File: src/rtl/mem_stage_ctrl_pkg.sv
// Shared types and defaults for the memory-stage controller: FSM encoding,
// default memory window base and ack timeout, and address helper.
package mem_stage_ctrl_pkg;

    typedef enum logic [1:0] {
        ST_IDLE   = 2'd0,
        ST_ACCESS = 2'd1,
        ST_DONE   = 2'd2
    } mem_state_e;

    localparam logic [31:0] DEF_BASE_ADDR   = 32'd1024;
    localparam int          DEF_ACK_TIMEOUT = 16;

    function automatic logic [31:0] byte_offset(input logic [31:0] byte_addr,
                                                input logic [31:0] base_addr);
        return byte_addr - base_addr;
    endfunction

endpackage

File: src/rtl/mem_ack_timer.sv
// Counts ACCESS cycles and flags the cycle in which the ack timeout is reached.
module mem_ack_timer #(
    parameter int TIMEOUT = 16
) (
    input  logic clk,
    input  logic rst,
    input  logic clear,
    input  logic enable,
    output logic expired
);

    localparam int CNT_W = $clog2(TIMEOUT + 1);

    logic [CNT_W-1:0] count_r;

    // Cycle counter: zero in the first counted cycle, so cycle n holds n-1.
    always_ff @(posedge clk) begin
        if (rst) begin
            count_r <= {CNT_W{1'b0}};
        end else if (clear) begin
            count_r <= {CNT_W{1'b0}};
        end else if (enable) begin
            count_r <= count_r + {{(CNT_W-1){1'b0}}, 1'b1};
        end else begin
            count_r <= count_r;
        end
    end

    assign expired = enable && (count_r == CNT_W'(TIMEOUT - 1));

endmodule

File: src/rtl/mem_stage_ctrl.sv
// Memory-stage controller: turns pipeline load/store enables into a held
// request on the data-memory bus, with ack timeout and pipeline stall.
// Optional macro MEM_MISALIGN_CHECK_EN rejects non-word-aligned addresses.
module mem_stage_ctrl
    import mem_stage_ctrl_pkg::*;
#(
    parameter int          ADDR_W      = 10,
    parameter logic [31:0] BASE_ADDR   = DEF_BASE_ADDR,
    parameter int          ACK_TIMEOUT = DEF_ACK_TIMEOUT
) (
    input  logic              clk,
    input  logic              rst,
    input  logic              MEM_R_EN,
    input  logic              MEM_W_EN,
    input  logic [31:0]       ALU_res,
    input  logic [31:0]       ST_value,
    input  logic [31:0]       mem_rdata,
    input  logic              mem_ack,
    output logic              mem_req,
    output logic              mem_we,
    output logic [ADDR_W-1:0] mem_addr,
    output logic [31:0]       mem_wdata,
    output logic [31:0]       dataMem_out,
    output logic              mem_stall,
    output logic              mem_err,
    output logic              misalign
);

    mem_state_e        state_r;
    mem_state_e        next_state_s;
    logic              req_s;
    logic              capture_s;
    logic              req_clr_s;
    logic              load_ack_s;
    logic              err_set_s;
    logic              mis_set_s;
    logic              zero_data_s;
    logic              stall_s;
    logic              expired_s;
    logic [31:0]       byte_off_s;
    logic [ADDR_W-1:0] word_addr_s;
    logic              unused_bits_s;

    logic              mem_req_r;
    logic              mem_we_r;
    logic [ADDR_W-1:0] mem_addr_r;
    logic [31:0]       mem_wdata_r;
    logic [31:0]       data_out_r;
    logic              mem_err_r;
    logic              misalign_r;

    assign req_s         = MEM_R_EN || MEM_W_EN;
    assign byte_off_s    = byte_offset(ALU_res, BASE_ADDR);
    assign word_addr_s   = byte_off_s[ADDR_W+1:2];
    assign unused_bits_s = ^{byte_off_s[31:ADDR_W+2], byte_off_s[1:0]};

    mem_ack_timer #(
        .TIMEOUT (ACK_TIMEOUT)
    ) u_ack_timer (
        .clk     (clk),
        .rst     (rst),
        .clear   (state_r != ST_ACCESS),
        .enable  (state_r == ST_ACCESS),
        .expired (expired_s)
    );

    // FSM state register.
    always_ff @(posedge clk) begin
        if (rst) begin
            state_r <= ST_IDLE;
        end else begin
            state_r <= next_state_s;
        end
    end

    // Next-state decode plus one-cycle control strobes for the datapath.
    always_comb begin
        next_state_s = state_r;
        capture_s    = 1'b0;
        req_clr_s    = 1'b0;
        load_ack_s   = 1'b0;
        err_set_s    = 1'b0;
        mis_set_s    = 1'b0;
        zero_data_s  = 1'b0;
        stall_s      = 1'b0;
        case (state_r)
            ST_IDLE: begin
                if (req_s) begin
                    stall_s = 1'b1;
`ifdef MEM_MISALIGN_CHECK_EN
                    if (ALU_res[1:0] != 2'b00) begin
                        next_state_s = ST_DONE;
                        mis_set_s    = 1'b1;
                        zero_data_s  = 1'b1;
                    end else begin
                        next_state_s = ST_ACCESS;
                        capture_s    = 1'b1;
                    end
`else
                    next_state_s = ST_ACCESS;
                    capture_s    = 1'b1;
`endif
                end else begin
                    next_state_s = ST_IDLE;
                end
            end
            ST_ACCESS: begin
                stall_s = 1'b1;
                // An ack in the expiry cycle still counts as success.
                if (mem_ack) begin
                    next_state_s = ST_DONE;
                    req_clr_s    = 1'b1;
                    load_ack_s   = !mem_we_r;
                end else if (expired_s) begin
                    next_state_s = ST_DONE;
                    req_clr_s    = 1'b1;
                    err_set_s    = 1'b1;
                    zero_data_s  = 1'b1;
                end else begin
                    next_state_s = ST_ACCESS;
                end
            end
            ST_DONE: begin
                next_state_s = ST_IDLE;
            end
            default: begin
                next_state_s = ST_IDLE;
            end
        endcase
    end

    // Request bus, load result and error pulse registers.
    always_ff @(posedge clk) begin
        if (rst) begin
            mem_req_r   <= 1'b0;
            mem_we_r    <= 1'b0;
            mem_addr_r  <= {ADDR_W{1'b0}};
            mem_wdata_r <= 32'd0;
            data_out_r  <= 32'd0;
            mem_err_r   <= 1'b0;
            misalign_r  <= 1'b0;
        end else begin
            mem_err_r  <= err_set_s;
            misalign_r <= mis_set_s;
            if (capture_s) begin
                mem_req_r   <= 1'b1;
                mem_we_r    <= MEM_W_EN;
                mem_addr_r  <= word_addr_s;
                mem_wdata_r <= ST_value;
            end else if (req_clr_s) begin
                mem_req_r <= 1'b0;
            end else begin
                mem_req_r <= mem_req_r;
            end
            if (load_ack_s) begin
                data_out_r <= mem_rdata;
            end else if (zero_data_s) begin
                data_out_r <= 32'd0;
            end else begin
                data_out_r <= data_out_r;
            end
        end
    end

    assign mem_req     = mem_req_r;
    assign mem_we      = mem_we_r;
    assign mem_addr    = mem_addr_r;
    assign mem_wdata   = mem_wdata_r;
    assign dataMem_out = data_out_r;
    assign mem_err     = mem_err_r;
    assign misalign    = misalign_r;
    assign mem_stall   = stall_s && !rst;

endmodule

File: config.mk
export PLATFORM = sky130hd
export DESIGN_NAME = mem_stage_ctrl
export DESIGN_NICKNAME = d
export VERILOG_FILES = /design/src/rtl/mem_stage_ctrl_pkg.sv /design/src/rtl/mem_ack_timer.sv /design/src/rtl/mem_stage_ctrl.sv
export SDC_FILE = /design/constraint.sdc
export NUM_CORES = 1
export LEC_CHECK = 0
export BUFFER_PORTS_ARGS = -buffer_cell sky130_fd_sc_hd__buf_2
export CAP_MARGIN = 5
export CORE_MARGIN = 2
export CORE_UTILIZATION = 47
export DETAILED_ROUTE_END_ITERATION = 16
export PLACE_DENSITY_LB_ADDON = 0.1
export REMOVE_ABC_BUFFERS = 1
export SYNTH_ARGS = -nofsm -noshare
export SYNTH_HDL_FRONTEND = slang
export SYNTH_SLANG_ARGS = --single-unit
export TNS_END_PERCENT = 50
File: constraint.sdc
create_clock -name clk -period 5.3 [get_ports clk]
set_clock_uncertainty 0.2 [all_clocks]
set_input_delay 0.53 -clock clk [delete_from_list [all_inputs] [get_ports clk]]
set_output_delay 0.53 -clock clk [all_outputs]
set_load 0.1 [all_outputs]
# Yosys cells after proc, flatten, opt, wreduce, memory -nomap -nowiden
# Index checks and enable logic that the tools add are counted.
# Widths: inputs -> output; s select.
# totals
reg_bits,84
latchBits,0
ram_bits,0
mem_bits_ro,0
inputBits,101
out_inout_bits,79
word_cells,40
n_memories,0
# classes
add_sub_neg,2
n_mul,0
div,0
magnitude_cmp,0
n_eq_ne,3
shifts,0
mux,18
bitwise,0
reduce_logical,9
# ops
cell,n
$mux 32,2
$mux 1,12
$sub 12x11->12 const B,1
$add 5x1->5 const B,1
$eq 5x4->1 const B,1
$mux 2,2
$pmux 2 s2,1
$reduce_bool 2->1,2
$eq 2x1->1 const B,1
$logic_and 1x1->1,2
$logic_not 1->1,2
$logic_not 2->1,1
$ne 2x1->1 const B,1
$pmux 1 s2,1
$reduce_or 2->1,1
$logic_or 1x1->1,1

# Logic depth before layout (Yosys ltp)
# depth
word_depth,7
ltp_mapped,7
ltp_nobuf,6

# Modules after synthesis
# From an unflattened synthesis, not the netlist that was laid out.
# unflattened
cells_unflattened,319
area_unflattened_um2,3153.0
# by_module_without_submodules
mod,instances,cells_per_inst,area_per_inst_um2,seq_area_each_um2
mem_stage_ctrl,1,295,2872.8,1581.5
mem_ack_timer,1,24,280.3,100.1

# Worst setup path before layout
# Ideal clock, no wire load.
# synth_path
path_kind,input -> output
from,input MEM_W_EN
to,output mem_stall
arrival_time_ns,1.646
t_required_ns,4.570
slack_ns,2.924
stages,4
n_path_buf,2
path_cell_list,or2_2 -> buf_2 -> buf_4 -> o21a_1
# synth_between
elab_chain_cells,4
# synth_rtl
item,line_no,text
from (decl),mem_stage_ctrl.sv:14,"input logic MEM_W_EN,"
$logic_or 1x1->1,mem_stage_ctrl.sv:52,assign req_s = MEM_R_EN || MEM_W_EN;
$mux 1,mem_stage_ctrl.sv:88,if (req_s) begin
$pmux 1 s2,mem_stage_ctrl.sv:86,case (state_r)
$logic_and 1x1->1,mem_stage_ctrl.sv:172,assign mem_stall = stall_s && !rst;
to (decl),mem_stage_ctrl.sv:24,"output logic mem_stall,"
# No other way between the ends.

# Worst setup path in the final report
# Same ends and word-level chain as after synthesis.

==> reports/results.ini <==
[floorplanning]
initial_core_util_pct = 48.49
core_mm2 = 0.006350
rows = 29
die_y_um = 84.94
dieArea_mm2 = 0.007215
boundaryPins = 180
die_w_um = 84.94

[clocking]
cts-resized-gates = 0
clk_latency_ps = 340
cts_setup_buffers = 0
path_clk_slew_ps = 80
cts_hold_buf = 0
cts.sinks = 84
cts_tree = done
htreeDepth = 3
root_buffer = clkbuf_8
cts_made_buffers = 9
cts_buffer_depth = 2

[sta]
timing.final.crit_share_pct = 49.64
relSlewSlack_pct = 24.22
tightest_slew_ps = 1137
whs_ps = 195.3
post-route-min-period_ps = 2631
finalSetupViolations = 0
fmax_ghz = 0.3801
slew_violations = 0
hold_viol = 0
tns_ps = 0
rsz0062_at_grt = no

[cells_and_area]
multi_input_area_mm2 = 0.001194
diodes = 0
fin_nets = 552
drive_above_1_share_pct = 40.31
register_area_mm2 = 0.001682
final_util_pct = 62.62
syn2layout_area_growth_pct = 29.13
num-fill-cells = 580

[pwr]
powerDensity_mw_per_mm2 = 403.7
swShare_pct = 38.14
switching_power_uw = 612.3
pwr-share-comb_pct = 28.9
internal_power_uw = 993.1
leakage_uw = 0.001875
clkPwrFrac_pct = 28.2
peakVddDrop_v = 0.0002364
sequentialPowerShare_pct = 43.0

[grt]
grt_use_total_pct = 21.09
antenna_found_initial = 0
grt_pass1_vias = 2728
overflow = 0
grt_pass1_wl_um = 12350
grt_max_degree = 47

[flow_run]
drv_cap = 0

[route]
wire_per_inst_um = 14.54
vias = 2900
dr.pass1.iters = 4
drc = 0
ant_nets = 0
drtIter0Drc = 101
finalWirelength_um = 7723
via_per_inst = 5.461

[synth]
synthCells = 313
synth_common_cells = dfxtp_1 (84), a21oi_1 (45), o21ai_0 (43)
yosysMostFrequentCell = dfxtp_1
syn_area_per_cell_um2 = 9.838
synth_area_mm2 = 0.003079
async_reset_ff_share_pct = 0
synth_enable_flop_cells = 0
synth_top_cell_area_share_pct = 54.61
synth_ff_type = dfxtp_1
synth_cell_types = 29
synth-seq-cells = 84
yosys_warnings = 0
yosysTopAreaCell = dfxtp_1
synth_area_leaders = dfxtp_1 (55%), a32o_1 (10%), a21oi_1 (7.3%)
yosysSeqAreaShare_pct = 54.61

[critical_path]
cp-start-kind = input pin
path_max_fanout = 45
critPathKind = input pin to output port
required_ps = 4570
end_kind = output port
r2r_slack_ps = 3040
arrival_ps = 1900
cpMaxStageDelayCell = or2_2
critPathMostFrequentCell = buf_2
cp_cell_sequence = buf_2 -> or2_2 -> o21a_1 -> buf_2
slowest_delay_ps = 660

[run_status]
outcome = finished, final reports clean

[hold_path]
hold_class = input pin to flip-flop

[placed_design]
numPortBuffers = 156
dp_hpwl_um = 5057
gp_congestion = 0.7605

-- state kept, by name (all words and copies together), names as in the netlist --
name                 cells
mem_wdata               32
mem_err                  1
mem_req                  1
dataMem_out             32
state_r                  2
mem_addr                10
mem_we                   1
u_ack_timer.count_r      5
-- routing by layer --
layer | track usage (%) | wire length [µm] | up-vias
met5 | 0 | 0 | -
met4 | 9.235 | 150 | 0
met3 | 6.518 | 726 | 12
met2 | 35.80 | 3655 | 127
met1 | 24.49 | 3191 | 1337
li1 | - | - | 1424
-- critical path, delay by kind of cell --
family                 cells  cell delay (ps)
AND/OR/NAND/NOR            1              660
buffers and inverters      2              520
AO/OA/AOI/OAI              1              180
-- kinds of logic after synthesis --
family	Yosys count	share of synthesized area, %
buf+inv	35	6.867
flops	84	54.61
other cells	1	0.1218
xor+xnor	3	0.8535
simple gates	65	10.97
compound gates	123	25.76
fa+ha+maj	2	0.8125
-- final cells by class --
| type | instances | area share (%) |
|---|---|---|
| clock buffers | 11 | 3.807 |
| well taps | 77 | 2.423 |
| multi-input cells | 194 | 30.02 |
| flip-flops and latches | 84 | 42.29 |
| inverters | 2 | 0.1888 |
| repair buffers | 158 | 20.01 |
| clock inverters | 5 | 1.259 |
-- metrics by stage --
stage / std cells / worst slack (ps) / instance area, µm² / total power [µW]
final: 531 / 2669 / 3976 / 1605
after detailed placement: 515 / 2635 / 3775 / 1171
after global routing: 531 / 2553 / 3976 / 1675
after floorplan: 280 / 2780 / 2875 / 1068
after global placement: 515 / 2634 / 3775 / 1165
after CTS: 531 / 2637 / 3976 / 1625
-- worst paths after layout --
path                                             from                                  end  cells past startpoint
setup / recovery                             MEM_W_EN                            mem_stall                      4
hold / removal                          mem_rdata[25]         dataMem_out[25]$_SDFFE_PP0P_                      2
setup reg to reg  u_ack_timer.count_r[0]$_SDFFE_PP0P_         dataMem_out[21]$_SDFFE_PP0P_                      6
hold reg to reg   u_ack_timer.count_r[0]$_SDFFE_PP0P_  u_ack_timer.count_r[0]$_SDFFE_PP0P_                      1
-- layout by cell type (no fill, tap or decap), drive strengths merged --
master  synthesis  final
nor2            9      9
clkbuf         15     11
and2b           2      2
and3            4      4
inv             2      2
or2             2      2
clkinv          0      4
a21oi          45     45
xnor2           2      2
dfxtp          84     84
nor2b           1      1
nand3          42     42
o21ai          44     44
ha              2      2
conb            1      1
nand2           4      4
or2b            1      1
xor2            1      1
bufinv          0      1
o21a            1      1
a311oi          1      1
buf            18    158
a32o           32     32
-- power groups by stage --
stage	Combinational (µW)	Sequential [µW]	Clock (µW)
after CTS	466	690	469
final	463	690	452
after floorplan	88.2	980	0
after global placement	463	702	0
after global routing	485	695	494
after detailed placement	466	705	0
Power figures use the tool's default switching activity.
